$ cat src/rtl/pwm_capture.sv
// rtl/pwm_capture.sv - PWM period/high-time capture with 7-step restoring duty divider
module pwm_capture #(
  parameter int WIDTH       = 12,
  parameter int SYNC_STAGES = 2
) (
  input  logic             clk,
  input  logic             rst_n,
  input  logic             pwm_in,
  input  logic             clr_ovr,
  output logic [WIDTH-1:0] period_out,
  output logic [6:0]       duty_out,
  output logic             valid,
  output logic             busy,
  output logic             timeout,
  output logic             ovr
);

  localparam logic [0:0]       ST_IDLE = 1'b0;
  localparam logic [0:0]       ST_DIV  = 1'b1;
  localparam int               DW      = WIDTH + 7;
  localparam logic [WIDTH-1:0] CNT_MAX = {WIDTH{1'b1}};

  logic [SYNC_STAGES-1:0] sync_q;
  logic                   lvl;
  logic                   lvl_d;
  logic                   rise;
  logic [WIDTH-1:0]       cnt_per;
  logic [WIDTH-1:0]       cnt_hi;
  logic [WIDTH-1:0]       per_cap;
  logic [0:0]             state;
  logic [2:0]             step;
  logic [DW-1:0]          rem;
  logic [DW-1:0]          dsh;
  logic [DW-1:0]          rem_nxt;
  logic [5:0]             quo;
  logic                   qbit;
  logic                   armed;
  logic                   fired;
  logic                   start;
  logic                   drop;
  logic                   to_fire;

  assign lvl     = sync_q[SYNC_STAGES-1];
  assign rise    = lvl & ~lvl_d;
  assign busy    = (state == ST_DIV);
  assign start   = rise & armed & ~busy;
  assign drop    = rise & armed & busy;
  // An edge in the saturation cycle wins; fired keeps a static line from re-triggering
  assign to_fire = (cnt_per == CNT_MAX) & ~fired & ~rise & ~busy;
  assign qbit    = (rem >= dsh);
  assign rem_nxt = qbit ? (rem - dsh) : rem;

  always_ff @(posedge clk or negedge rst_n) begin
    if (!rst_n) begin
      sync_q  <= '0;
      lvl_d   <= 1'b0;
      cnt_per <= '0;
      cnt_hi  <= '0;
    end else begin
      sync_q <= {sync_q[SYNC_STAGES-2:0], pwm_in};
      lvl_d  <= lvl;
      if (rise) begin
        cnt_per <= WIDTH'(1);
        cnt_hi  <= WIDTH'(1);
      end else begin
        if (cnt_per != CNT_MAX) cnt_per <= cnt_per + WIDTH'(1);
        if (lvl && cnt_hi != CNT_MAX) cnt_hi <= cnt_hi + WIDTH'(1);
      end
    end
  end

  always_ff @(posedge clk or negedge rst_n) begin
    if (!rst_n) begin
      state      <= ST_IDLE;
      step       <= '0;
      rem        <= '0;
      dsh        <= '0;
      quo        <= '0;
      per_cap    <= '0;
      armed      <= 1'b0;
      fired      <= 1'b0;
      period_out <= '0;
      duty_out   <= '0;
      valid      <= 1'b0;
      timeout    <= 1'b0;
      ovr        <= 1'b0;
    end else begin
      valid <= 1'b0;
      if (rise) begin
        armed <= 1'b1;
        fired <= 1'b0;
      end
      if (start) begin
        // Quotient never exceeds 100, so a divisor pre-shifted by 6 covers all 7 bits
        state   <= ST_DIV;
        step    <= '0;
        rem     <= DW'(cnt_hi) * DW'(100);
        dsh     <= DW'(cnt_per) << 6;
        quo     <= '0;
        per_cap <= cnt_per;
      end else if (busy) begin
        rem  <= rem_nxt;
        dsh  <= dsh >> 1;
        quo  <= {quo[4:0], qbit};
        step <= step + 3'd1;
        if (step == 3'd6) begin
          state      <= ST_IDLE;
          period_out <= per_cap;
          duty_out   <= {quo, qbit};
          valid      <= 1'b1;
          timeout    <= 1'b0;
        end
      end else if (to_fire) begin
        period_out <= '0;
        duty_out   <= lvl ? 7'd100 : 7'd0;
        valid      <= 1'b1;
        timeout    <= 1'b1;
        armed      <= 1'b0;
        fired      <= 1'b1;
      end
      if (drop) ovr <= 1'b1;
      else if (clr_ovr) ovr <= 1'b0;
    end
  end

endmodule

$ cat config.mk
export PLATFORM = sky130hd
export DESIGN_NAME = pwm_capture
export DESIGN_NICKNAME = d
export VERILOG_FILES = /design/src/rtl/pwm_capture.sv
export SDC_FILE = /design/constraint.sdc
export NUM_CORES = 1
export LEC_CHECK = 0
export BUFFER_PORTS_ARGS = -buffer_cell sky130_fd_sc_hd__buf_2
export CAP_MARGIN = 5
export CORE_MARGIN = 3
export CORE_UTILIZATION = 57
export CTS_CLUSTER_SIZE = 16
export DETAILED_ROUTE_END_ITERATION = 7
export GPL_TIMING_DRIVEN = 0
export PLACE_DENSITY_LB_ADDON = 0.2
export SYNTH_ARGS = -nofsm -noshare
export SYNTH_HDL_FRONTEND = slang
export SYNTH_SLANG_ARGS = --single-unit
$ cat constraint.sdc
create_clock -name clk -period 3.04 [get_ports clk]
set_clock_uncertainty 0.1 [all_clocks]
set_input_delay 0.456 -clock clk [delete_from_list [all_inputs] [get_ports clk]]
set_output_delay 0.456 -clock clk [all_outputs]
set_load 0.05 [all_outputs]
==> summary.md, run 1 <==
In this run the number of H-tree levels came out at 3. For this block, the initial DRC count from the detailed router was 472. Clock-pin slew was measured on the worst setup and hold paths at 0.07 ns. For this run, the detailed router's first-pass iteration total came to 5. The critical path required time is 3.18 ns, and the maximum clock frequency is 299.2 MHz. The endpoint identified for the worst register-to-register timing path is rem[13]$_DFFE_PN0P_. The final standard cell utilization of the core is 69.31%, and the final-layout fill cell count is 862.

For this run, the leading register cell type out of synthesis is sky130_fd_sc_hd__dfrtp_1. The tools report the clock root buffer as sky130_fd_sc_hd__clkbuf_16. The tools report the worst hold path startpoint as pwm_in. Setup violations remaining at the end of the flow were counted as 8. The element type at the critical path end was a register. The hold violation total from the final report is 0.

For this block, the via count after detailed routing is 5,619. The logs give 2 for the deepest clock path buffer count and 0.007981 mm2 for the post-layout instance area. During I/O placement, the number of pins put on the boundary was 27. The number of antenna violations at the first check in global routing is 0. In this run, synthesis inferred 0 flip-flops with an integrated enable. Synthesis produced 727 cells. The run gives 26.77% as the total global routing track utilization. The fraction of layout cells with a size suffix above 1 is 17.44%.

The flow ran to the end, but the final reports show violations. The total half-perimeter wirelength after legalization and detailed placement came out at 11,900 um. Total number of yosys warnings: 0. The number of nets handed over by synthesis was 801. The adder and majority cell fraction of the synthesized area was 13.76%. Using the TritonRoute via totals, the vias-per-cell ratio works out to 5.978. The count of input and output buffers was 26; the area share of and/or/nand/nor cells after synthesis was 15.86%.

Die outline area: 0.01328 mm2. On the final layout, the worst hold slack is 0.1035 ns. TritonCTS built the clock tree.

Of the post-synthesis cell area, the part taken by muxes is 4.360%. In the final design database the tool counted 866 nets. The detail-routed net length per standard cell works out to 19.01 um. The synthesized design contains 110 register bits. The post-synthesis instance area was 0.006802 mm2. The path with the worst hold slack has its endpoint at sync_q[0]$_DFF_PN0_. The final reports fail on setup timing. The total congestion overflow is 0. Cell type with the largest total area after synthesis: sky130_fd_sc_hd__dfrtp_1.

After layout, the design draws a total of 7.550 mW. The via count of the first global-routing pass was 5,588. The repair_antennas step left the layout with diodes totalling 0. The ratio of final minimum period to clock period was 109.9%; the number of DRC violations after detailed routing was 0. From left edge to right edge, the die measures 115.2 um.

After synthesis, the largest family of logic cells by area is simple AND/OR/NAND/NOR gates. The worst setup path is of the reg -> reg kind. The commonest cells after synthesis are sky130_fd_sc_hd__dfrtp_1, sky130_fd_sc_hd__nand2_1, sky130_fd_sc_hd__ha_1. The launching point of the worst reg2reg path is cnt_hi[5]$_DFFE_PN0P_. After floorplanning, the core was sized to cover 0.01152 mm2. The top-area cell type share of the netlist area was 40.47%; the internal reg-to-reg setup slack was -0.30 ns. Synthesized-area fraction occupied by ao, oa, aoi and oai cells: 15.27%.

The share of synthesized registers carrying an async set or reset is 100.0%. The largest driver fanout on the critical path is 4, and the global-route wire length before repair is 27,810 um. The number of buffers created by CTS came out at 9. The initial utilization of the core area, before any placement, comes to 59.06%. The final layout contains routed wiring with a total length of 17,870 um. The number of max-slew violations in the final report is 0.

Standby leakage power: 3.759 nW. The floorplan has 39 rows. Insertion delay to the later sink of the worst-skew pair: 0.36 ns. The smallest clock period supported by the final layout is computed as 3.342 ns. The count of cells along the worst hold path is 1. Data on the critical path arrives at its endpoint at 3.48 ns. The pin count of the biggest net entering global routing came out at 75. The worst setup slack after layout was -0.3022 ns; the remaining antenna violation count after routing was 0. For the number of distinct library cell variants in the gate-level netlist after synthesis, the log shows 58. The kind of launch point of the worst setup path is a register.

The clock sink total is 110, and the headroom to the max-slew limit is 43.00%. The logs give 40.47% for the fraction of the yosys area taken by sequential cells and -1.578 ns for the setup TNS after final layout. Tracing the worst setup path back leads to its startpoint at cnt_hi[5]$_DFFE_PN0P_. The global placer's final weighted congestion is 0.8642, and the growth of design area from synthesis to finish is 17.35%. The maximum vdd ir drop came out at 0.5033 mV.

The tool flagged a number of max-cap violations equal to 0. The cell area reported after detailed placement was 0.007194 mm2; the power density relative to cell area was 946.0 mW/mm2. The floorplan step set the die height to 115.2 um. The transition time at the pin with the least slew margin came out at 0.8519 ns.

sky130_fd_sc_hd__dfrtp_1 is the most common cell in the netlist. The worst min-delay path category is in -> reg. After Yosys synthesis, XOR and XNOR cells account for 5.151% of the synthesized area.

By area the synthesized netlist is led by sky130_fd_sc_hd__dfrtp_1, sky130_fd_sc_hd__ha_1, sky130_fd_sc_hd__nand2_1. Setup repair after global routing could not meet its margin everywhere. The mean instance size in the synthesized netlist works out to 9.356 um2. Counting cells, the worst reg-to-reg path comes to 13.
==> worst max-delay path: stages, from the launching register on <==
cell	delay, ns
sky130_fd_sc_hd__dfrtp_2	0.47
sky130_fd_sc_hd__ha_4	0.26
sky130_fd_sc_hd__ha_4	0.26
sky130_fd_sc_hd__inv_2	0.03
sky130_fd_sc_hd__fa_1	0.51
sky130_fd_sc_hd__inv_2	0.07
sky130_fd_sc_hd__ha_4	0.17
sky130_fd_sc_hd__or4_4	0.55
sky130_fd_sc_hd__o22ai_4	0.18
sky130_fd_sc_hd__buf_6	0.13
sky130_fd_sc_hd__xnor2_1	0.05
sky130_fd_sc_hd__nor2_1	0.09
sky130_fd_sc_hd__a21oi_1	0.06
sky130_fd_sc_hd__mux2_4	0.29
==> final cells by class <==
| type | count | area (um2) | share of cell area (%) |
|---|---|---|---|
| buffer | 32 | 148.9 | 1.865 |
| sequential | 110 | 2761 | 34.60 |
| clock buffer | 10 | 239.0 | 2.994 |
| inverter | 54 | 202.7 | 2.540 |
| tap | 143 | 178.9 | 2.242 |
| multi-input combinational | 531 | 4024 | 50.42 |
| clock inverter | 6 | 50.05 | 0.6271 |
| timing repair buffer | 54 | 376.6 | 4.719 |
==> sequential cells by signal, summed over array words and instances, names as in the netlist, 2 cells and up <==
name,flops
cnt_hi,12
cnt_per,12
dsh,18
duty_out,7
per_cap,12
period_out,12
quo,6
rem,19
step,3
sync_q,2
==> worst max-delay path by stage <==
stage	endpoint	slack [ns]
floorplan	rem[15]$_DFFE_PN0P_	-0.15
global placement	rem[16]$_DFFE_PN0P_	-0.39
detailed placement	rem[16]$_DFFE_PN0P_	-0.42
CTS	rem[16]$_DFFE_PN0P_	-0.23
global route	rem[13]$_DFFE_PN0P_	-0.43
finish	rem[13]$_DFFE_PN0P_	-0.30
==> placed cells by master (no fill, tap or decap), types with 6 or more instances in the layout <==
| master | netlist | final |
|---|---|---|
| sky130_fd_sc_hd__and3_1 | 9 | 9 |
| sky130_fd_sc_hd__o21a_1 | 6 | 6 |
| sky130_fd_sc_hd__a22o_1 | 17 | 17 |
| sky130_fd_sc_hd__buf_4 | 4 | 28 |
| sky130_fd_sc_hd__clkbuf_16 | 0 | 9 |
| sky130_fd_sc_hd__buf_2 | 3 | 27 |
| sky130_fd_sc_hd__ha_1 | 62 | 45 |
| sky130_fd_sc_hd__o21ai_0 | 37 | 32 |
| sky130_fd_sc_hd__o21ai_1 | 7 | 7 |
| sky130_fd_sc_hd__xor2_1 | 20 | 19 |
| sky130_fd_sc_hd__clkbuf_1 | 20 | 20 |
| sky130_fd_sc_hd__dfrtp_1 | 110 | 103 |
| sky130_fd_sc_hd__fa_1 | 8 | 6 |
| sky130_fd_sc_hd__nand2b_1 | 7 | 7 |
| sky130_fd_sc_hd__dfrtp_2 | 0 | 7 |
| sky130_fd_sc_hd__mux2i_1 | 24 | 24 |
| sky130_fd_sc_hd__a211oi_1 | 14 | 11 |
| sky130_fd_sc_hd__inv_1 | 53 | 47 |
| sky130_fd_sc_hd__ha_4 | 0 | 16 |
| sky130_fd_sc_hd__nand3_1 | 27 | 27 |
| sky130_fd_sc_hd__or3_1 | 9 | 9 |
| sky130_fd_sc_hd__nand4_1 | 12 | 12 |
| sky130_fd_sc_hd__nand2_1 | 103 | 103 |
| sky130_fd_sc_hd__a21oi_1 | 36 | 36 |
| sky130_fd_sc_hd__inv_2 | 0 | 6 |
| sky130_fd_sc_hd__nor2_1 | 49 | 46 |
| sky130_fd_sc_hd__o21ai_2 | 2 | 6 |
| sky130_fd_sc_hd__xnor2_1 | 20 | 19 |
==> routing by layer <==
layer / GRT usage [%] / routed length, um
met3: 5.368 / 736
met1: 35.73 / 7834
met5: 0 / 0
met2: 44.02 / 8767
met4: 8.529 / 529
==> power by group <==
group | switching, mW | internal, mW
registers | 0.346 | 1.87
clock network | 0.567 | 0.591
logic | 2.43 | 1.74
total | 3.35 | 4.20
==> kinds of logic after synthesis <==
| group | count (synthesis) |
|---|---|
| simple gates | 237 |
| mux | 29 |
| fa+ha+maj | 70 |
| flops | 110 |
| buf+inv | 86 |
| xor+xnor | 40 |
| compound gates | 155 |
==> repair_timing <==
action / in CTS / in global routing
setup buffers: 24 / 3
endpoints found under the setup margin: 9 / 17
pin swaps: 26 / 25
hold buffers: 1 / 0
endpoints found under the hold margin: 23 / 0
gates resized for setup: 26 / 31
==> through the flow <==
step / instances / setup slack (ns)
2_1_floorplan: 727 / -0.1469
3_3_place_gp: 896 / -0.3950
3_5_place_dp: 897 / -0.4215
4_1_cts: 937 / -0.2334
5_1_grt: 940 / -0.4350
6_report: 940 / -0.3022
Power figures use the tool's default switching activity.
==> run 2, diff against run 1 <==
- BUFFER_PORTS_ARGS: -buffer_cell sky130_fd_sc_hd__buf_2 -> -buffer_cell sky130_fd_sc_hd__buf_4
- CORE_MARGIN: 3 -> not set
- CORE_UTILIZATION: 57 -> 60
- clock period: 3.04 -> 3.2 ns (I/O delays scaled with it)
==> run 2 against run 1 <==
Effect of this change:
- combinational power is 3% lower
- first-iteration DRC count fell by 11%
- the run still ends with setup timing left
- flip-flop and latch count is the same
- critical path type unchanged
- non-clock buffer count down 8
- setup slack better by 0.23 ns
- maximum frequency grew 2.2%
- largest cell class unchanged
- highest routed layer unchanged
==> summary.md, run 2 (synthesis results as in run 1) <==
The logs give 7.294% (was 5.368%) for the met3 usage and 0 (unchanged) for the number of inserted diodes. The critical path required time is 3.35 ns (was 3.18 ns). Most frequent cells in the layout: sky130_fd_sc_hd__nand2_1, sky130_fd_sc_hd__dfrtp_1, sky130_fd_sc_hd__inv_1 (unchanged). The net switching fraction of the power is 44.44% (was 44.32%), and the cell total after placement is 894 (was 897). The internal power contribution was 3.994 mW (was 4.204 mW); the number of DRC violations after detailed routing was 0 (unchanged). The logs give 928 (was 940) for the final instance count without filler cells and 0.9166 (was 0.8642) for the global placer's final weighted congestion.

The run gives 38 (was 39) as the total number of placement rows. The number of vias in the routed layout is 5,790 (was 5,619). The clock sink total is 110 (unchanged).

The logs give 56.0% (was 55.3%) for the logic gate share of total power and 2 (unchanged) for the deepest clock path buffer count. The fraction of layout cells with a size suffix above 1 is 15.99% (was 17.44%). The global-route wire length before repair is 28,040 um (was 27,810 um). The element type at the critical path end is a register (unchanged). The final-layout fill cell count was 820 (was 862). The die height was 108.5 um (was 115.2 um); the number of DRC markers in iteration 0 was 418 (was 472). The critical path class was reg -> reg (unchanged). The run gives 0 (unchanged) as the number of max-slew violations in the final report. The remaining antenna violation count after routing was 0 (unchanged); the average via count per standard cell was 6.239 (was 5.978). For the multi-input combinational cell area, the log shows 0.004005 mm2 (was 0.004024 mm2). Violations in the final reports: setup timing (unchanged). The growth of design area from synthesis to finish works out to 16.65% (was 17.35%). The logs give 53.12% (was 44.02%) for the met2 routing resource usage after global routing and 12,290 um (was 11,900 um) for the total half-perimeter wirelength after legalization and detailed placement.

The worst min-delay path category is in -> async (was in -> reg). The ratio of final minimum period to clock period was 102.2% (was 109.9%). The net switching power figure is 3.194 mW (was 3.347 mW). For the standby leakage power, the log shows 3.716 nW (was 3.759 nW). The count of nets after finishing is 858 (was 866), and the clock transition at the registers of the reported paths is 0.07 ns (about the same). The worst setup slack after layout came out at -0.06891 ns (was -0.3022 ns).

The register name with the most flops was rem (unchanged). For the number of iterations in the first detailed-routing pass, the log shows 5 (unchanged). The total global routing track utilization came out at 31.64% (was 26.77%). TritonCTS built the clock tree. The run gives 27 (unchanged) as the number of top-level pins. Setup repair after global routing could not meet its margin everywhere. The count of input and output buffers is 26 (unchanged), and the horizontal die dimension is 108.5 um (was 115.2 um). The clock network power share is 14.8% (was 15.3%). The register share of total power was 29.1% (was 29.4%). Clock root buffer: sky130_fd_sc_hd__clkbuf_16 (unchanged). The maximum vdd ir drop was 0.7303 mV (was 0.5033 mV); the initial standard-cell utilization of the core was 62.20% (was 59.06%). The run gives 0.01177 mm2 (was 0.01328 mm2) as the die outline area. The headroom to the max-slew limit was 44.89% (was 43.00%); the critical path arrival was 3.42 ns (was 3.48 ns). Detail-routed net length per standard cell: 19.80 um (was 19.01 um). For the number of buffers created by CTS, the log shows 9 (unchanged). The final standard cell utilization of the core was 72.55% (was 69.31%). Minimum period implied by the final worst setup slack: 3.269 ns (was 3.342 ns).

The insertion delay to the later sink of the worst-skew pair was 0.36 ns (about the same). For the via count of the first global-routing pass, the log shows 5,614 (was 5,588). The run gives 0 (unchanged) as the total congestion overflow. The kind of launch point of the worst setup path is a register (unchanged).

The hold violation total from the final report came out at 0 (unchanged). Registers with the most flip-flops: rem: 19 flops, dsh: 18 flops (unchanged). The run gives 18,380 um (was 17,870 um) as the routed wire length.

Storage element area: 0.002761 mm2 (unchanged). The max-cap violation count was 0 (unchanged); the global routing met1 resource utilization was 40.71% (was 35.73%). Flip-flop count of the largest register after layout: 19 (unchanged).

The largest driver fanout on the critical path came out at 4 (unchanged). The run gives 7.189 mW (was 7.550 mW) as the total power consumption of the routed design. The number of antenna violations at the first check in global routing was 0 (unchanged); the pre-CTS setup slack was -0.2955 ns (was -0.4215 ns).

The flow ran to the end, but the final reports show violations. The logs give 0.01094 mm2 (was 0.01152 mm2) for the floorplan core area and 3 (unchanged) for the total number of H-tree levels. The transition time at the pin with the least slew margin works out to 0.8266 ns (was 0.8519 ns). The tools report the final number of setup-violating endpoints as 4 (was 8). The layer with the highest usage is met2 (unchanged). The power density relative to cell area was 906.1 mW/mm2 (was 946.0 mW/mm2); the pin count of the biggest net entering global routing was 58 (was 75). The logs give 305.9 MHz (was 299.2 MHz) for the maximum clock frequency and 0 (was 1) for the number of hold buffers added after cts.
==> run 2: worst max-delay path, cell delays in order, from the launching register on <==
cell and delay [ns]:
sky130_fd_sc_hd__dfrtp_2 0.46, sky130_fd_sc_hd__ha_4 0.27, sky130_fd_sc_hd__ha_4 0.26, sky130_fd_sc_hd__inv_2 0.03
sky130_fd_sc_hd__fa_1 0.49, sky130_fd_sc_hd__inv_2 0.05, sky130_fd_sc_hd__ha_4 0.17, sky130_fd_sc_hd__or4_4 0.54
sky130_fd_sc_hd__o22ai_4 0.16, sky130_fd_sc_hd__o21bai_1 0.12, sky130_fd_sc_hd__xnor2_1 0.15, sky130_fd_sc_hd__mux2i_1 0.08
sky130_fd_sc_hd__mux2_4 0.27
==> run 2: final timing paths <==
path	start	endpoint	slack, ns	cells past startpoint
max	cnt_hi[5]$_DFFE_PN0P_	rem[15]$_DFFE_PN0P_	-0.07	12
max in group asynchronous	rst_n	cnt_hi[4]$_DFFE_PN0P_	2.12	2
min	rst_n	rem[1]$_DFFE_PN0P_	0.1	1
min in group clk	pwm_in	sync_q[0]$_DFF_PN0_	0.12	1
min reg2reg	sync_q[0]$_DFF_PN0_	sync_q[1]$_DFF_PN0_	0.28	0
max reg2reg	cnt_hi[5]$_DFFE_PN0P_	rem[15]$_DFFE_PN0P_	-0.07	12
==> run 2: repair_timing <==
action | 4_1_cts | 5_1_grt
hold endpoints to repair | 0 | 0
cloned | 0 | 0
endpoints found under the setup margin | 8 | 8
resized for setup | 32 | 23
setup buffers | 15 | 4
pin swaps | 25 | 11
==> run 2: power by group through the flow <==
stage / Sequential (mW) / Clock, mW / Combinational [mW]
2_1_floorplan: 2.26 / 0 / 2.57
3_3_place_gp: 2.09 / 0 / 3.50
3_5_place_dp: 2.12 / 0 / 3.63
4_1_cts: 2.09 / 1.07 / 3.81
5_1_grt: 2.13 / 1.13 / 4.39
6_report: 2.09 / 1.07 / 4.03
==> run 2: metal layers <==
metal	routed length, um	up-vias
met5	0	-
met4	509	0
met3	1211	49
met2	9224	217
met1	7430	2874
li1	-	2650
==> run 2: stage by stage <==
| stage | cell area (um2) | hold slack, ns | TNS, ns |
|---|---|---|---|
| global route | 7934 | 0.1158 | -0.8220 |
| detailed placement | 7243 | 0.2498 | -0.9334 |
| global placement | 7216 | 0.2383 | -0.5493 |
| finish | 7934 | 0.09775 | -0.1610 |
| floorplan | 6845 | 0.08441 | 0 |
| CTS | 7802 | 0.1213 | -0.02224 |
==> run 2: cell type report <==
cell class                      instances  area share (%)
Timing Repair Buffer                   46           4.700
Sequential cell                       110           34.81
Clock buffer                           10           2.886
Buffer                                 32           1.845
Tap cell                              140           2.208
Inverter                               54           2.555
Clock inverter                          5          0.5204
Multi-Input combinational cell        531           50.48
==> run 3, diff against run 2 <==
- SETUP_SLACK_MARGIN: not set -> 0.15
==> run 3 against run 2 <==
Effect of this change:
- the flow still finishes with violations (setup timing)
- utilization grew 1.2 points
- via count shrank 1.4%
- critical path type unchanged
- maximum frequency shrank 2.1%
- die area is the same
- highest routed layer unchanged
- flip-flop and latch count is the same
- hold slack lost 0.045 ns
- clock power grew 9%
- non-clock buffer count grew 7
- setup slack lost 0.071 ns
==> summary.md, run 3 (synthesis results as in run 1) <==
Element type at the critical path end: a register (unchanged). Number of top-level pins: 27 (unchanged). Clock transition at the registers of the reported paths: 0.08 ns (was 0.07 ns).

The pre-CTS setup slack was -0.2383 ns (was -0.2955 ns). The detail-routed net length per standard cell was 19.06 um (was 19.80 um). The transition time at the pin with the least slew margin was 0.8356 ns (was 0.8266 ns); the net switching fraction of the power was 43.76% (was 44.44%). The count of nets after finishing is 865 (was 858).

Clock network power share: 16.0% (was 14.8%). The number of iterations in the first detailed-routing pass is 5 (unchanged). The tools report the total half-perimeter wirelength after legalization and detailed placement as 12,140 um (was 12,290 um). The critical path arrival is 3.48 ns (was 3.42 ns), and the flip-flop count of the largest register after layout is 19 (unchanged). The most used cell along the critical path was sky130_fd_sc_hd__ha_4 (unchanged). Violations in the final reports: setup timing (unchanged). For the worst setup slack after layout, the log shows -0.1400 ns (was -0.06891 ns).

Worst hold slack after final layout: 0.05243 ns (was 0.09775 ns). The storage element area was 0.002763 mm2 (was 0.002761 mm2). TritonCTS built the clock tree.

The largest driver fanout on the critical path works out to 5 (was 4). Setup repair after global routing could not meet its margin everywhere. Die outline area: 0.01177 mm2 (unchanged). The tools report the number of inserted diodes as 0 (unchanged). The multi-input combinational cell area is 0.004036 mm2 (was 0.004005 mm2), and the fraction of layout cells with a size suffix above 1 is 17.34% (was 15.99%). Cell class contributing the biggest share of worst-path delay: adder cells (unchanged).

The routed wire length came out at 17,840 um (was 18,380 um). Number of DRC markers in iteration 0: 438 (was 418). Register share of total power: 28.6% (was 29.1%). Largest stage delay on the critical path: 0.54 ns (about the same).

The tools report the number of buffers created by CTS as 9 (unchanged). The flow ran to the end, but the final reports show violations. Register name with the most flops: rem (unchanged). Clock root buffer: sky130_fd_sc_hd__clkbuf_16 (unchanged). The horizontal die dimension is 108.5 um (unchanged).

Internal reg-to-reg setup slack: -0.14 ns (was -0.07 ns). Hold violation total from the final report: 0 (unchanged). The tools report the total power consumption of the routed design as 7.331 mW (was 7.189 mW). Max-cap violation count: 0 (unchanged).

For the setup TNS after final layout, the log shows -0.3729 ns (was -0.1610 ns). The post-layout instance area was 0.008064 mm2 (was 0.007934 mm2). The run gives 774 (was 820) as the final-layout fill cell count. Logic gate share of total power: 55.3% (was 56.0%). The standby leakage power is 3.766 nW (was 3.716 nW). The library cell used most frequently in the layout, excluding fill and tap cells, is sky130_fd_sc_hd__nand2_1. The minimum period implied by the final worst setup slack came out at 3.340 ns (was 3.269 ns).

Critical path class: reg -> reg (unchanged). The final number of setup-violating endpoints was 6 (was 4); the maximum clock frequency was 299.4 MHz (was 305.9 MHz). The average via count per standard cell is 6.101 (was 6.239). Registers with the most flip-flops: rem: 19 flops, dsh: 18 flops (unchanged). The tools report the clock sink total as 110 (unchanged).

Most frequent cells in the layout: sky130_fd_sc_hd__nand2_1, sky130_fd_sc_hd__dfrtp_1, sky130_fd_sc_hd__buf_4 (was sky130_fd_sc_hd__nand2_1, sky130_fd_sc_hd__dfrtp_1, sky130_fd_sc_hd__inv_1). The slowest cell on the critical path is sky130_fd_sc_hd__or4_4 (unchanged). Total congestion overflow: 0 (unchanged). The ratio of final minimum period to clock period was 104.4% (was 102.2%); the cell area reported after detailed placement was 0.007253 mm2 (was 0.007243 mm2). The kind of launch point of the worst setup path is a register (unchanged). The worst min-delay path category was in -> async (unchanged). The run gives 0.6552 mV (was 0.7303 mV) as the maximum vdd ir drop.

The run gives 0 (unchanged) as the number of DRC violations after detailed routing. The deepest clock path buffer count is 2 (unchanged). The number of max-slew violations in the final report was 0 (unchanged); the pin count of the biggest net entering global routing was 59 (was 58). The number of antenna violations at the first check in global routing is 0 (unchanged). The via count of the first global-routing pass was 5,608 (was 5,614). The tools report the net switching power figure as 3.208 mW (was 3.194 mW). Power density relative to cell area: 909.1 mW/mm2 (was 906.1 mW/mm2).

Global placer's final weighted congestion: 0.9181 (was 0.9166). Cell-by-cell trace of the critical path: ha_4 > ha_4 > inv_2 > fa_1 > inv_2 > ha_4 > or4_4 > o22ai_4 > o21bai_1 > xnor2_1 > mux2i_1 > mux2_4 (unchanged). The total number of placement rows came out at 38 (unchanged). Number of hold buffers added after cts: 0 (unchanged). Die height: 108.5 um (unchanged).

The logs give 27,440 um (was 28,040 um) for the global-route wire length before repair and 3 (unchanged) for the total number of H-tree levels. The count of input and output buffers is 26 (unchanged), and the internal power contribution is 4.123 mW (was 3.994 mW). The initial standard-cell utilization of the core was 62.20% (unchanged); the floorplan core area was 0.01094 mm2 (unchanged). The headroom to the max-slew limit is 44.29% (was 44.89%).

The number of buffer and inverter instances along the worst setup path is 2 (unchanged), and the insertion delay to the later sink of the worst-skew pair is 0.36 ns (about the same). The run gives 5,711 (was 5,790) as the number of vias in the routed layout. The growth of design area from synthesis to finish is 18.56% (was 16.65%), and the critical path required time is 3.34 ns (was 3.35 ns).

The total global routing track utilization is 30.66% (was 31.64%), and the remaining antenna violation count after routing is 0 (unchanged).
-- run 3: changes by cell type in the layout (fill, tap and decap cells not counted), sizes merged --
cell	before	now
buf	58	65
bufinv	0	1
clkinv	2	4
clkinvlp	1	0
inv	56	55
-- run 3: worst paths after layout --
kind	start	end	cells after the start
worst max-delay path	cnt_hi[3]$_DFFE_PN0P_	rem[15]$_DFFE_PN0P_	12
worst min-delay path	rst_n	rem[17]$_DFFE_PN0P_	1
worst max register to register	cnt_hi[3]$_DFFE_PN0P_	rem[15]$_DFFE_PN0P_	12
worst min register to register	sync_q[0]$_DFF_PN0_	sync_q[1]$_DFF_PN0_	0
max in group asynchronous	rst_n	period_out[4]$_DFFE_PN0P_	2
min in group clk	pwm_in	sync_q[0]$_DFF_PN0_	1
-- run 3: timing repair --
| action | in CTS | in global routing |
|---|---|---|
| setup buffers | 13 | 13 |
| endpoints found under the hold margin | 0 | 0 |
| endpoints found under the setup margin | 8 | 18 |
| resized for setup | 22 | 38 |
| pin swaps | 23 | 28 |
-- run 3: per-layer routing --
layer / wire length (um) / vias to the layer above / global-route usage [%]
met5: 0 / - / 0
met3: 974 / 61 / 4.822
met2: 8669 / 191 / 50.32
met4: 617 / 0 / 12.45
met1: 7581 / 2814 / 40.51
li1: - / 2645 / -
-- run 3: area by class of cell --
type | instances | area share, %
multi-input cells | 531 | 50.05
flip-flops and latches | 110 | 34.26
repair buffers | 53 | 5.322
clock buffers | 10 | 2.839
inverters | 54 | 2.514
well taps | 140 | 2.172
plain buffers | 32 | 1.846
clock inverters | 6 | 0.9930
-- run 3: worst register-to-register path: stages (launching register included) --
cell	delay, ns
sky130_fd_sc_hd__dfrtp_2	0.47
sky130_fd_sc_hd__ha_4	0.28
sky130_fd_sc_hd__ha_4	0.27
sky130_fd_sc_hd__inv_2	0.03
sky130_fd_sc_hd__fa_1	0.49
sky130_fd_sc_hd__inv_2	0.05
sky130_fd_sc_hd__ha_4	0.18
sky130_fd_sc_hd__or4_4	0.54
sky130_fd_sc_hd__o22ai_4	0.17
sky130_fd_sc_hd__o21bai_1	0.10
sky130_fd_sc_hd__xnor2_1	0.18
sky130_fd_sc_hd__mux2i_1	0.09
sky130_fd_sc_hd__mux2_4	0.28
-- run 3: power groups by stage --
stage          sequential (mW)  clock, mW  combinational (mW)
3_5_place_dp              2.10          0                3.62
5_1_grt                   2.14       1.24                4.43
2_1_floorplan             2.26          0                2.57
4_1_cts                   2.09       1.18                3.77
3_3_place_gp              2.09          0                3.51
6_report                  2.10       1.17                4.06
-- run 3: metrics by stage --
stage,utilization [%],cells
global route,73.74,936
global placement,66.08,893
detailed placement,66.33,894
floorplan,-,727
finish,73.74,936
CTS,70.86,923
